**src/rtl/hazard_pkg.sv**
```systemverilog
// Shared constants for the MIPS hazard unit: operand "not read" code,
// mult/div kinds, forwarding source encoding and default unit latencies.
package hazard_pkg;

  localparam int TW_DEFAULT = 2;
  localparam logic [TW_DEFAULT-1:0] TUSE_NONE = '1;

  typedef enum logic {
    MD_KIND_MULT = 1'b0,
    MD_KIND_DIV  = 1'b1
  } md_kind_e;

  localparam int FWD_RF = 0;

  localparam int DEF_MULT_CYCLES = 5;
  localparam int DEF_DIV_CYCLES  = 10;

  localparam int GPR_AW = 5;

endpackage

```
**src/rtl/hazard_scoreboard_md.sv**
```systemverilog
// Mult/div occupancy counter: loads the unit latency on issue and counts
// down to zero; busy while non-zero.
module md_busy_counter
  import hazard_pkg::*;
#(
  parameter int MULT_CYCLES = DEF_MULT_CYCLES,
  parameter int DIV_CYCLES  = DEF_DIV_CYCLES
) (
  input  logic clk_i,
  input  logic rst_ni,
  input  logic load_i,
  input  logic kind_i,
  output logic busy_o
);

  localparam int MAXC = (MULT_CYCLES > DIV_CYCLES) ? MULT_CYCLES : DIV_CYCLES;
  localparam int CW   = $clog2(MAXC + 1);

  logic [CW-1:0] count_q, count_d;

  always_comb begin
    count_d = count_q;
    if (load_i) begin
      count_d = (kind_i == MD_KIND_DIV) ? CW'(DIV_CYCLES) : CW'(MULT_CYCLES);
    end else if (count_q != '0) begin
      count_d = count_q - CW'(1);
    end
  end

  always_ff @(posedge clk_i or negedge rst_ni) begin
    if (!rst_ni) begin
      count_q <= '0;
    end else begin
      count_q <= count_d;
    end
  end

  assign busy_o = (count_q != '0);

endmodule

```
**src/rtl/hazard_scoreboard.sv**
```systemverilog
// Decode-stage hazard unit: scoreboard of in-flight GPR writes driving the
// D stall and forwarding selects, plus the HI/LO busy interlock.
module hazard_scoreboard
  import hazard_pkg::*;
#(
  parameter int STAGES      = 3,
  parameter int TW          = 2,
  parameter int MULT_CYCLES = DEF_MULT_CYCLES,
  parameter int DIV_CYCLES  = DEF_DIV_CYCLES
) (
  input  logic                         clk,
  input  logic                         rst_n,
  input  logic                         d_valid,
  input  logic [GPR_AW-1:0]            d_rs,
  input  logic [GPR_AW-1:0]            d_rt,
  input  logic [TW-1:0]                d_tuse_rs,
  input  logic [TW-1:0]                d_tuse_rt,
  input  logic                         d_regwrite,
  input  logic [GPR_AW-1:0]            d_wreg,
  input  logic [TW-1:0]                d_tnew,
  input  logic                         d_md_start,
  input  logic                         d_md_kind,
  input  logic                         d_md_use,
  output logic                         stall,
  output logic [$clog2(STAGES+1)-1:0]  fwd_rs_sel,
  output logic [$clog2(STAGES+1)-1:0]  fwd_rt_sel,
  output logic                         md_busy
);

  localparam int SELW = $clog2(STAGES + 1);

  logic              sb_valid_q [STAGES];
  logic              sb_valid_d [STAGES];
  logic [GPR_AW-1:0] sb_wreg_q  [STAGES];
  logic [GPR_AW-1:0] sb_wreg_d  [STAGES];
  logic [TW-1:0]     sb_tnew_q  [STAGES];
  logic [TW-1:0]     sb_tnew_d  [STAGES];

  logic            rs_hit, rt_hit;
  logic [TW-1:0]   rs_tnew, rt_tnew;
  logic [SELW-1:0] rs_sel, rt_sel;
  logic            rs_data_stall, rt_data_stall, md_stall;
  logic            md_load;

  // Entry 0 is E; a stalled D instruction enters as a bubble.
  for (genvar k = 0; k < STAGES; k++) begin : g_entry
    if (k == 0) begin : g_head
      assign sb_valid_d[k] = d_valid & d_regwrite & (d_wreg != '0) & ~stall;
      assign sb_wreg_d[k]  = d_wreg;
      assign sb_tnew_d[k]  = d_tnew;
    end else begin : g_shift
      assign sb_valid_d[k] = sb_valid_q[k-1];
      assign sb_wreg_d[k]  = sb_wreg_q[k-1];
      assign sb_tnew_d[k]  = (sb_tnew_q[k-1] == '0) ? '0 : sb_tnew_q[k-1] - TW'(1);
    end

    always_ff @(posedge clk or negedge rst_n) begin
      if (!rst_n) begin
        sb_valid_q[k] <= 1'b0;
        sb_wreg_q[k]  <= '0;
        sb_tnew_q[k]  <= '0;
      end else begin
        sb_valid_q[k] <= sb_valid_d[k];
        sb_wreg_q[k]  <= sb_wreg_d[k];
        sb_tnew_q[k]  <= sb_tnew_d[k];
      end
    end
  end

  // Scan oldest to youngest so the youngest matching entry is the one kept.
  always_comb begin
    rs_hit  = 1'b0;
    rs_tnew = '0;
    rs_sel  = '0;
    rt_hit  = 1'b0;
    rt_tnew = '0;
    rt_sel  = '0;
    for (int k = STAGES - 1; k >= 0; k--) begin
      if (sb_valid_q[k] && (sb_wreg_q[k] == d_rs)) begin
        rs_hit  = 1'b1;
        rs_tnew = sb_tnew_q[k];
        rs_sel  = SELW'(k + 1);
      end
      if (sb_valid_q[k] && (sb_wreg_q[k] == d_rt)) begin
        rt_hit  = 1'b1;
        rt_tnew = sb_tnew_q[k];
        rt_sel  = SELW'(k + 1);
      end
    end
    if ((d_rs == '0) || (&d_tuse_rs)) begin
      rs_hit = 1'b0;
    end
    if ((d_rt == '0) || (&d_tuse_rt)) begin
      rt_hit = 1'b0;
    end
  end

  always_comb begin
    rs_data_stall = rs_hit && (rs_tnew > d_tuse_rs);
    rt_data_stall = rt_hit && (rt_tnew > d_tuse_rt);
    md_stall      = d_valid && (d_md_use || d_md_start) && md_busy;
    stall         = rs_data_stall || rt_data_stall || md_stall;
    fwd_rs_sel    = (rs_hit && (rs_tnew == '0)) ? rs_sel : SELW'(FWD_RF);
    fwd_rt_sel    = (rt_hit && (rt_tnew == '0)) ? rt_sel : SELW'(FWD_RF);
  end

  assign md_load = d_valid & d_md_start & ~stall;

  md_busy_counter #(
    .MULT_CYCLES (MULT_CYCLES),
    .DIV_CYCLES  (DIV_CYCLES)
  ) u_md_busy_counter (
    .clk_i  (clk),
    .rst_ni (rst_n),
    .load_i (md_load),
    .kind_i (d_md_kind),
    .busy_o (md_busy)
  );

endmodule

```
**config.mk**
```make
export PLATFORM = sky130hd
export DESIGN_NAME = hazard_scoreboard
export DESIGN_NICKNAME = d
export VERILOG_FILES = /design/src/rtl/hazard_pkg.sv /design/src/rtl/hazard_scoreboard_md.sv /design/src/rtl/hazard_scoreboard.sv
export SDC_FILE = /design/constraint.sdc
export NUM_CORES = 1
export LEC_CHECK = 0
export ABC_AREA = 1
export ABC_CLOCK_PERIOD_IN_PS = 5900
export CAP_MARGIN = 20
export CORE_MARGIN = 2
export CORE_UTILIZATION = 56
export DETAILED_ROUTE_END_ITERATION = 7
export PLACE_DENSITY_LB_ADDON = 0.2
export SLEW_MARGIN = 40
export SYNTH_ARGS = -nofsm -noshare
export SYNTH_HDL_FRONTEND = slang
export SYNTH_HIERARCHICAL = 1
export SYNTH_SLANG_ARGS = --single-unit
```
**constraint.sdc**
```tcl
create_clock -name clk -period 5.9 [get_ports clk]
set_clock_uncertainty 0.15 [all_clocks]
set_input_delay 0.885 -clock clk [delete_from_list [all_inputs] [get_ports clk]]
set_output_delay 0.885 -clock clk [all_outputs]
set_load 0.02 [all_outputs]
```
==> impl_metrics.tcl <==
set metrics [dict create \
    synth_largest_area_cell "sky130_fd_sc_hd__dfrtp_1" \
    period_needed_ps 4630 \
    final_layout_size_suffix_gt1_frac 0.140 \
    routed_wirelength_mm 4.45 \
    cell_area_after_synthesis_mm2 0.00196 \
    synth_warnings 6 \
    insertion_delay_ps 330 \
    cap_viol_max_count 0 \
    avgSynthCellArea_um2 6.89 \
    netlist_instances 284 \
    cts_hold_buf 0 \
    critical_path_peak_fanout 6 \
    mux_cell_area_share_after_synthesis 0 \
    cts.htree.levels 1 \
    placement_rows 21 \
    slew_viol_final 0 \
    ys_ff_latch 28 \
    fin_setup_tns_ps 0 \
    post_cts_resized 0 \
    total_power_uw 533 \
    tcrit_tclk_final 0.785 \
    path_class "primary input to primary output" \
    min_from "sb_valid_d[0]" \
    cpPeakStageDelay_ps 610 \
    synth_largest_type_area_fraction 0.358 \
    cts_root_buffer "sky130_fd_sc_hd__clkbuf_4" \
    synth_area_leaders "sky130_fd_sc_hd__dfrtp_1, sky130_fd_sc_hd__nand2_1, sky130_fd_sc_hd__nor2_1" \
    synth_sequential_area_ratio 0.358 \
    most-common-layout-cells "sky130_fd_sc_hd__nand2_1, sky130_fd_sc_hd__nor2_1, sky130_fd_sc_hd__inv_1, sky130_fd_sc_hd__clkdlybuf4s50_1, sky130_fd_sc_hd__dfrtp_1" \
    drt-pass1-iter-count 4 \
    finalCoreUtilization 0.720 \
    tritoncts_clock_tree "built" \
    drcViolationCount 0 \
    synth.net_count 318 \
    main_combinational_cell_family_by_area_after_synthesis "simple AND/OR/NAND/NOR gates" \
    cts_buffers 3 \
    cts.reportedPaths.clkPinSlew_ps 150 \
    setup.worst_path.start_class "primary input" \
    setup_repair_after_global_routing_missed_its_margin "false" \
    finalHoldViolCount 0 \
    layout.cells.most_common "sky130_fd_sc_hd__nand2_1" \
    drt.antenna.violating_nets 0 \
    number_of_failing_setup_endpoints_in_the_final_timing_report 0 \
    crit_path_launch "d_rs[2]" \
    post-cts-setup-buffers 0 \
    grt_start_max_net_pins 29 \
    wire_length_of_the_first_global_routing_pass_mm 7.64 \
    die_width_um 63.1 \
    cellLeakagePower_nw 1.22 \
    num_vias 1832 \
    final_net_count 357 \
    yosys.area_share.xor_xnor 0.0224 \
    post_synth_num_cell_types 24 \
    route.detailed.vias_per_inst 4.98 \
    gpl.final_weighted_congestion 0.960 \
    ir_drop_uv 205 \
    globalRouteTotalUtil 0.245 \
    synth_fa_ha_area_frac 0.0384 \
    grt_pass1_vias 1690 \
    sinks_on_the_clock_net 28 \
    power_density_over_the_cells_mw_per_mm2 222 \
    worstPathArrival_ps 3600 \
    worst_slew_pin_slew_ps 348 \
    yosys.area_share.simple 0.422 \
    critical_path_cell_list "clkdlybuf4s50_1 -> inv_1 -> nor2_1 -> nor2_1 -> nand3_2 -> nor2_4 -> nand2_1 -> nand2_1 -> inv_1 -> ha_1 -> a21oi_1 -> a21oi_1 -> nand3_1 -> nand3_2 -> clkdlybuf4s50_1" \
    hp-class "flip-flop to flip-flop" \
    clock_tree.buffer_depth 2 \
    max-slew-margin-rel 0.765 \
    place_hpwl_mm 3.64 \
    synth_compound_area_frac 0.0646 \
    crit-reg2reg-launch "sb_wreg_d[0]" \
    maxClockFrequency_mhz 216 \
    syn_to_final_growth_pct 22.9 \
    slowest_stage "sky130_fd_sc_hd__clkdlybuf4s50_1" \
    die_area_mm2 0.00398 \
    floorplan.core_area_mm2 0.00334 \
    initial_core_util 0.586 \
    initialDrtViolationCount 133 \
    worstPathRequired_ps 4870 \
    ios 34 \
    placement.io_buffers 33 \
    status "complete, no violations" \
    grt.overflow.total 0 \
    number_of_antenna_violations_at_the_first_check_in_global_routing 0 \
    setup.worst_path.end_class "primary output" \
    detail_route.wl_per_cell_um 12.1 \
    die_y_um 63.1 \
    number_of_antenna_cells_inserted 0 \
]
-- registers in the layout, indices dropped and copies added (netlist names) --
| register | cells |
|---|---|
| sb_valid_q | 1 |
| sb_valid_d | 2 |
| sb_wreg_d | 10 |
| u_md_busy_counter/count_q | 4 |
| sb_tnew_q | 6 |
| sb_wreg_q | 5 |
-- Yosys cell counts (all sizes together) --
library cell,n
and3,2
clkinv,3
a21oi,10
ha,6
nand4,4
nand3,20
o311ai,1
nor2,50
dfrtp,28
inv,46
or3,1
nand2,93
o211ai,1
o21ai,12
xor2,2
nor3,2
xnor2,3
-- power by group --
group	internal, mW	total (mW)	switching (mW)	leakage (nW)
Clock	0.0688	0.127	0.0587	0.0279
Combinational	0.0744	0.170	0.0951	0.850
Sequential	0.215	0.236	0.0213	0.338
-- critical path: cells and delay by family --
kind | cells | cell delay, ps
compound gates | 2 | 180
buf+inv | 4 | 1330
simple gates | 8 | 910
fa+ha+maj | 1 | 280
-- metal layers --
layer	vias up	GRT usage	wire (um)
met5	-	0	0
met4	0	0.0667	44
met3	4	0.0179	178
met1	829	0.336	2040
li1	949	-	-
met2	50	0.418	2180
-- cells by family (layout without fill, tap and decap cells) --
family	count (synthesis)	after routing
fa+ha+maj	6	6
compound gates	24	24
buf+inv	49	87
flops	28	28
xor+xnor	5	5
simple gates	172	172
-- path summary, 6_finish.rpt --
check	end	slack, ps	cells past startpoint
worst max-delay path	stall	1270	15
max in group asynchronous	sb_wreg_q[4]	4580	2
worst max register to register	u_md_busy_counter/count_q[0]	3090	20
worst min register to register	sb_valid_q[0]	300	0
min in group asynchronous	sb_wreg_d[6]	760	2
worst min-delay path	sb_valid_q[0]	300	0
-- final cells by class --
cell class | count | area (um^2)
Multi-Input combinational cell | 207 | 1070
Fill cell | 295 | 933
Sequential cell | 28 | 701
Timing Repair Buffer | 34 | 338
Inverter | 49 | 184
Tap cell | 46 | 57.6
Clock inverter | 1 | 30.0
Clock buffer | 3 | 22.5
-- through the flow --
stage / std cells / hold WS, ps / instance area (um^2) / setup slack (ps)
4_1_cts: 368 / 302 / 2400 / 1270
6_report: 368 / 303 / 2400 / 1270
3_5_place_dp: 364 / 269 / 2350 / 1280
2_1_floorplan: 284 / 224 / 1960 / 2650
3_3_place_gp: 364 / 263 / 2350 / 1270
5_1_grt: 368 / 320 / 2400 / 1060
Note: power is estimated with default switching activity, not from simulation.
